<file path="config.mk">
export PLATFORM = sky130hd
export DESIGN_NAME = sonar_driver
export DESIGN_NICKNAME = d
export VERILOG_FILES = /design/src/rtl/sonar_driver.sv
export SDC_FILE = /design/constraint.sdc
export NUM_CORES = 1
export LEC_CHECK = 0
export ABC_AREA = 1
export CAP_MARGIN = 25
export CORE_MARGIN = 4
export CORE_UTILIZATION = 58
export CTS_CLUSTER_DIAMETER = 150
export DETAILED_ROUTE_END_ITERATION = 7
export DONT_BUFFER_PORTS = 1
export GPL_ROUTABILITY_DRIVEN = 0
export HOLD_SLACK_MARGIN = 0.12
export PLACE_DENSITY = 0.82
export SLEW_MARGIN = 40
export SYNTH_ARGS = -nofsm -noshare
export SYNTH_HDL_FRONTEND = slang
export SYNTH_SLANG_ARGS = --single-unit
</file>
<file path="constraint.sdc">
create_clock -name clk -period 1.8 [get_ports clk]
set_input_delay 0.36 -clock clk [delete_from_list [all_inputs] [get_ports clk]]
set_output_delay 0.36 -clock clk [all_outputs]
set_load 0.02 [all_outputs]
</file>
<file path="src/rtl/sonar_driver.sv">
// Front end for an HC-SR04-class ultrasonic ranger. It issues the trigger pulse,
// times the echo and returns a distance in cm, enforcing a re-trigger holdoff.
module sonar_driver #(
   parameter int CYCLES_PER_CM  = 2900,
   parameter int TRIG_CYCLES    = 500,
   parameter int TIMEOUT_CYCLES = 1_500_000,
   parameter int HOLDOFF_CYCLES = 3_000_000
) (
   input  logic       clk,
   input  logic       rst_n,
   input  logic       measure,
   output logic       trig,
   input  logic       echo,
   output logic       ready,
   output logic [7:0] distance,
   output logic       no_echo,
   output logic       busy,
   output logic [2:0] dbg_state_o
);

   localparam int MAX_AB = (TRIG_CYCLES > TIMEOUT_CYCLES) ? TRIG_CYCLES : TIMEOUT_CYCLES;
   localparam int MAX_C  = (MAX_AB > HOLDOFF_CYCLES) ? MAX_AB : HOLDOFF_CYCLES;
   localparam int TW     = $clog2(MAX_C + 1);
   localparam int DW     = (CYCLES_PER_CM > 1) ? $clog2(CYCLES_PER_CM) : 1;

   localparam logic [TW-1:0] TRIG_LAST = TW'(TRIG_CYCLES - 1);
   localparam logic [TW-1:0] TO_LAST   = TW'(TIMEOUT_CYCLES - 1);
   localparam logic [TW-1:0] HOLD_LAST = TW'(HOLDOFF_CYCLES - 1);
   localparam logic [TW-1:0] T_ONE     = TW'(1);
   localparam logic [DW-1:0] DIV_LAST  = DW'(CYCLES_PER_CM - 1);
   localparam logic [DW-1:0] DIV_ONE   = DW'(1);
   // The WAIT_ECHO cycle that saw echo_s high is the first counted high cycle.
   localparam logic [DW-1:0] DIV_FIRST = (CYCLES_PER_CM > 1) ? DW'(1) : DW'(0);
   localparam logic [7:0]    CM_FIRST  = (CYCLES_PER_CM > 1) ? 8'd0 : 8'd1;

   localparam logic [2:0] S_IDLE    = 3'd0;
   localparam logic [2:0] S_TRIG    = 3'd1;
   localparam logic [2:0] S_WAIT    = 3'd2;
   localparam logic [2:0] S_ECHO    = 3'd3;
   localparam logic [2:0] S_HOLDOFF = 3'd4;

   logic          echo_m_q, echo_s_q;
   logic [2:0]    state_q, state_d;
   logic [TW-1:0] timer_q, timer_d;
   logic [DW-1:0] div_q, div_d;
   logic [7:0]    cm_q, cm_d;
   logic          trig_q;
   logic          ready_q;
   logic [7:0]    dist_q;
   logic          no_echo_q;
   logic          finish;
   logic [7:0]    fin_dist;
   logic          fin_no_echo;

   always_comb begin
      state_d     = state_q;
      timer_d     = timer_q + T_ONE;
      div_d       = div_q;
      cm_d        = cm_q;
      finish      = 1'b0;
      fin_dist    = 8'd255;
      fin_no_echo = 1'b1;
      case (state_q)
         S_IDLE: begin
            timer_d = '0;
            if (measure) state_d = S_TRIG;
         end
         S_TRIG: begin
            if (timer_q == TRIG_LAST) begin
               state_d = S_WAIT;
               timer_d = '0;
            end
         end
         S_WAIT: begin
            if (echo_s_q) begin
               state_d = S_ECHO;
               timer_d = '0;
               div_d   = DIV_FIRST;
               cm_d    = CM_FIRST;
            end else if (timer_q == TO_LAST) begin
               finish = 1'b1;
            end
         end
         S_ECHO: begin
            if (!echo_s_q) begin
               finish      = 1'b1;
               fin_dist    = cm_q;
               fin_no_echo = 1'b0;
            end else if (timer_q == TO_LAST) begin
               finish = 1'b1;
            end else if (div_q == DIV_LAST) begin
               div_d = '0;
               if (cm_q != 8'd255) cm_d = cm_q + 8'd1;
            end else begin
               div_d = div_q + DIV_ONE;
            end
         end
         S_HOLDOFF: begin
            if (timer_q == HOLD_LAST) begin
               state_d = S_IDLE;
               timer_d = '0;
            end
         end
         default: begin
            state_d = S_IDLE;
            timer_d = '0;
         end
      endcase
      if (finish) begin
         state_d = S_HOLDOFF;
         timer_d = '0;
      end
   end

   always_ff @(posedge clk or negedge rst_n) begin
      if (!rst_n) begin
         echo_m_q  <= 1'b0;
         echo_s_q  <= 1'b0;
         state_q   <= S_IDLE;
         timer_q   <= '0;
         div_q     <= '0;
         cm_q      <= 8'd0;
         trig_q    <= 1'b0;
         ready_q   <= 1'b0;
         dist_q    <= 8'd0;
         no_echo_q <= 1'b0;
      end else begin
         echo_m_q <= echo;
         echo_s_q <= echo_m_q;
         state_q  <= state_d;
         timer_q  <= timer_d;
         div_q    <= div_d;
         cm_q     <= cm_d;
         // Registered from the current state, so trig rises one edge after acceptance.
         trig_q   <= (state_q == S_TRIG);
         ready_q  <= finish;
         if (finish) begin
            dist_q    <= fin_dist;
            no_echo_q <= fin_no_echo;
         end
      end
   end

   assign trig        = trig_q;
   assign ready       = ready_q;
   assign distance    = dist_q;
   assign no_echo     = no_echo_q;
   assign busy        = (state_q != S_IDLE);
   assign dbg_state_o = state_q;

endmodule
</file>
Word-level counts from Yosys, hierarchy flattened. Cells that the tools add are included.

Flip-flop bits (word level): 58. Output and inout port bits: 15. Word-level logic and storage cells: 68.

Add/subtract/negate cells: 3. Equality and inequality tests: 19. Multiplexer cells: 30. Reduce and logical (&&, ||, !) cells: 6.

Operator list (number): $mux 22 (4); $pmux 22 s4 (1); $mux 8 (7); $mux 12 (4); $pmux 12 s2 (1); $add 22x1->22 const B (1); $eq 22x21->1 const B (1); $eq 22x22->1 const B (1); $eq 22x9->1 const B (1); $pmux 8 s2 (1); $mux 3 (5); $pmux 3 s5 (1); $add 12x1->12 const B (1); $eq 12x12->1 const B (1); $ne 2x2->1 const B (6); $ne 3x3->1 const B (4); $add 8x1->8 const B (1); $ne 8x8->1 const B (1); $eq 3x2->1 const B (2); $reduce_and 6->1 (1); $mux 1 (5); $reduce_and 5->1 (1); $reduce_and 4->1 (1); $eq 3x1->1 const B (1); 5 further kinds (5).

Depth between registers and ports, before layout.
Depth after elaboration: 6. Mapped depth: 13.

Least setup slack after synthesis. No wires, ideal clock.

Kind: reg2reg. Start: register timer_q[0]. End: register timer_q[14]. Library setup time: 0.122 ns. Arrival time: 1.531 ns. Required time: 1.678 ns. Slack: 0.146 ns. Stages on the path, launching flop included: 12. Buffers on the path: 1. Period minus slack after synthesis: 1.654 ns. Cell sequence: dfrtp_1 ha_1 nand3_2 nor2_2 nand3_1 nand2_1 nand2_1 nor2_4 nand2_2 nand2_4 buf_12 nor2_2.

Word-level cells in the longest chain between the ends: 5. Elaborated cells between the ends (all ways): 13. Classes of those cells: add/sub: 1; eq/ne: 3; mux: 9.

RTL lines: start, declared (RTL line 44) `logic [TW-1:0] timer_q, timer_d;`; start signal, assigned (RTL line 131) `timer_q <= timer_d;`; branches (longest 4 deep; another with $add 22x1->22); $mux 22 * (RTL line 109) `if (finish) begin`; via timer_d[14] (RTL line 44).

Mark *: on every way through the listed nets, which the timed path passes. A chain may end at the register's enable or synchronous reset.

Worst setup path after layout.
Start: register timer_q[1]. End: register state_q[1] (netlist: dbg_state_o[1]).

Word-level cells in the longest chain between the ends: 6. Elaborated cells between the ends (all ways): 14. Classes of those cells: eq/ne: 8; mux: 5; reduce/logical: 1.

RTL lines: $eq 22x21->1 (RTL line 80, 89); $mux 1 (RTL line 80, 89); $mux 1 (on tied branches) (RTL line 85, 75); $pmux 1 s2 (RTL line 63) `case (state_q)`; $ne 3x3->1 (no line) or $ne 2x2->1 (tied branches); $reduce_and 5->1 (no line); end signal, assigned (RTL line 130) `state_q <= state_d;`; end, declared (RTL line 43) `logic [2:0] state_q, state_d;`.

Several ways; a longest one is shown, not always the timed one.

==> summary.txt <==
Setup path
  • CP max FO: 6
  • Reg2reg path depth: 9
  • Worst EP required: ~2.0 ns
  • Crit path DAT: 1.97 ns
  • CP startpoint kind: register
  • Crit. End Element: register
  • Critical path class: reg -> reg

Power
  • Leak Pwr: between 2 and 2.5 nW
  • NetSw: roughly 2.0 mW
  • Switching part of the total: 0.416
  • Clock network fraction of design power: 0.249
  • Design Power: roughly 4.8 mW
  • Internal power: between 2 and 3 mW
  • Share of power burned in registers: 0.362
  • Maximum vdd drop: ~1300 uV
  • Combinational share of power: 0.389
  • Pwr/cell area: roughly 1200 nW/um2

Cells and area
  • Final nets: 520
  • Core Util, Final: 0.698
  • Commonest non-fill, non-tap cells in the layout: 113 x nand2_1, 65 x nor2_1, 63 x inv_1
  • Leading cell type in the layout, fill and taps excluded: nand2_1
  • FILL cells: 404
  • Ant diodes: 0
  • Fin cells: about 590
  • Layout area overhead: 16.7%
  • Share of layout cells above drive strength 1: 0.203
  • Final Cell Area: a little over 4000 um2

Logic synthesis
  • Mean Syn Cell Area: roughly 7.4 um2
  • Synth warn: 0
  • Mapped Nets: slightly below 500
  • #FFs+latches synth: just under 60
  • Synth unique cells: 36
  • Post-synthesis sequential area ratio: 0.410
  • Post-Synthesis Cells: roughly 480
  • Ys async rst share: 1.00
  • Number of flops mapped to enable cells by yosys: 0
  • Syn Std Cell Area: 3540 um2
  • Predominant post-synthesis flop cell: dfrtp_1

Floorplan
  • Chip width: 86.1 um
  • Die area: 7420 um2
  • Die height: about 86 um
  • Initial Util: 0.598
  • Row count: 28
  • Core footprint: ~6000 um2
  • I/O pin total: 19

Clocking
  • Worst-Skew Late Latency: approximately 0.34 ns
  • Clock sinks: 58
  • Htree depth: 3
  • Clock transition at path regs: approximately 0.06 ns
  • CTS tree: done
  • TritonCTS buffer count: 9
  • CTS root buf: clkbuf_8
  • Clock Path Buffers: 2

Timing
  • Final WS setup: between 0.04 and 0.05 ns
  • Final Hold Viols: 0
  • Worst slew margin: 0.765
  • Final min period: ~1.8 ns
  • Final setup skew: about 0.009 ns
  • Final period utilization: 0.977
  • Min Hold Slack: 0.351 ns
  • Setup TNS Final: 0 ns
  • Endpoints failing setup: 0
  • Fmax: approximately 570 MHz
  • Slew Limit Fails: 0
  • Slew @ Worst Pin: 0.350 ns

Placement
  • I/O Buffers: 0
  • Placed insts: roughly 570
  • Place WS: -0.0192 ns
  • Detailed placer's ending HPWL: around 5.8 mm
  • Post-DP Area: 3730 um2

Drt
  • Vias per inst: around 5.6
  • Routed wire length: approximately 8.6 mm
  • Antenna viol nets, final: 0
  • WL/cell: between 10 and 15 um
  • Drt first pass iters: 5
  • Initial DRC Count: between 300 and 400
  • Via count: between 3000 and 4000
  • Post-route DRC: 0

Global route
  • Total gr overflow: 0
  • Vias in the first global route: 3028
  • Initial antenna violation count: 0
  • Gr usage total: 0.243
  • Pin count of the biggest net entering global routing: 59
  • First-pass GRT wire length: approximately 14 mm

Flow run
  • Max_cap viols: 0

Worst hold path
  • Min-Delay Path Depth: 0
  • HP Class: reg -> reg

Status
  • Status: finished, final reports clean
cell type report:
| class | count | area (um2) | area share |
|---|---|---|---|
| Multi-Input combinational cell | 341 | 1830 | 0.442 |
| Sequential cell | 58 | 1460 | 0.354 |
| Timing Repair Buffer | 34 | 292 | 0.0705 |
| Inverter | 69 | 267 | 0.0645 |
| Clock buffer | 11 | 141 | 0.0342 |
| Tap cell | 75 | 93.8 | 0.0227 |
| Clock inverter | 5 | 53.8 | 0.0130 |
power by group through the flow:
stage | combinational [mW] | sequential [mW] | clock (mW)
CTS | 1.71 | 1.72 | 1.21
global route | 2.05 | 1.77 | 1.29
detailed placement | 1.60 | 1.74 | 0
finish | 1.88 | 1.74 | 1.20
floorplan | 1.25 | 1.74 | 0
global placement | 1.55 | 1.73 | 0
synth_stat cells (all sizes together), types with 3 or more instances:
cell type  number  area share
o21ai          20       0.031
a21oi           8       0.011
dfrtp          58        0.41
nor2           85        0.11
o22a            6       0.015
xnor2           4      0.0099
nand3          34       0.053
inv            69       0.075
nand2         125        0.15
buf             6       0.018
nor3           14       0.023
nand4          25       0.046
xor2           12       0.030
ha              3       0.011
registers in the layout, indices dropped and copies added (netlist names):
name and cells:
trig 1, echo_m_q 1, dbg_state_o 3, echo_s_q 1, cm_q 8, distance 8, div_q 12, ready 1
no_echo 1, timer_q 22
metal layers:
layer	part of all wire	routed length, um	vias up	global-route usage
li1	-	-	1595	-
met1	0.44	3740	1523	0.347
met2	0.46	3960	164	0.369
met3	0.081	695	19	0.0490
met4	0.018	157	0	0.0849
met5	0	0	-	0
kinds of logic after synthesis:
kind of cell | count (synthesis) | share of synthesized area
compound gates | 34 | 0.0576
xor+xnor | 16 | 0.0396
fa+ha+maj | 3 | 0.0106
buf+inv | 77 | 0.0951
flops | 58 | 0.410
simple gates | 288 | 0.387
final timing paths:
check	start	end	slack, ns
worst min-delay path	echo_m_q	echo_s_q	0.35
worst min register to register	echo_m_q	echo_s_q	0.35
worst max register to register	timer_q[1]	dbg_state_o[1]	0.04
max in group asynchronous	rst_n	timer_q[6]	0.98
worst max-delay path	timer_q[1]	dbg_state_o[1]	0.04
min in group asynchronous	rst_n	div_q[9]	0.53
worst max-delay path, cell delays in order, from the launching register on:
cell	delay [ns]
dfrtp_1	0.40
ha_4	0.18
nand3_4	0.13
buf_4	0.18
nor3_1	0.28
nand3_1	0.12
nand2_1	0.08
nand3_1	0.10
nand3_1	0.09
nand2_1	0.07
repair_timing:
action,4_1_cts,5_1_grt
resized for setup,3,23
endpoints found under the hold margin,59,0
hold buffers,3,0
buffers inserted,0,9
endpoints found under the setup margin,12,35
gates cloned,0,0
pin swaps,0,4
Power figures use the tool's default switching activity.
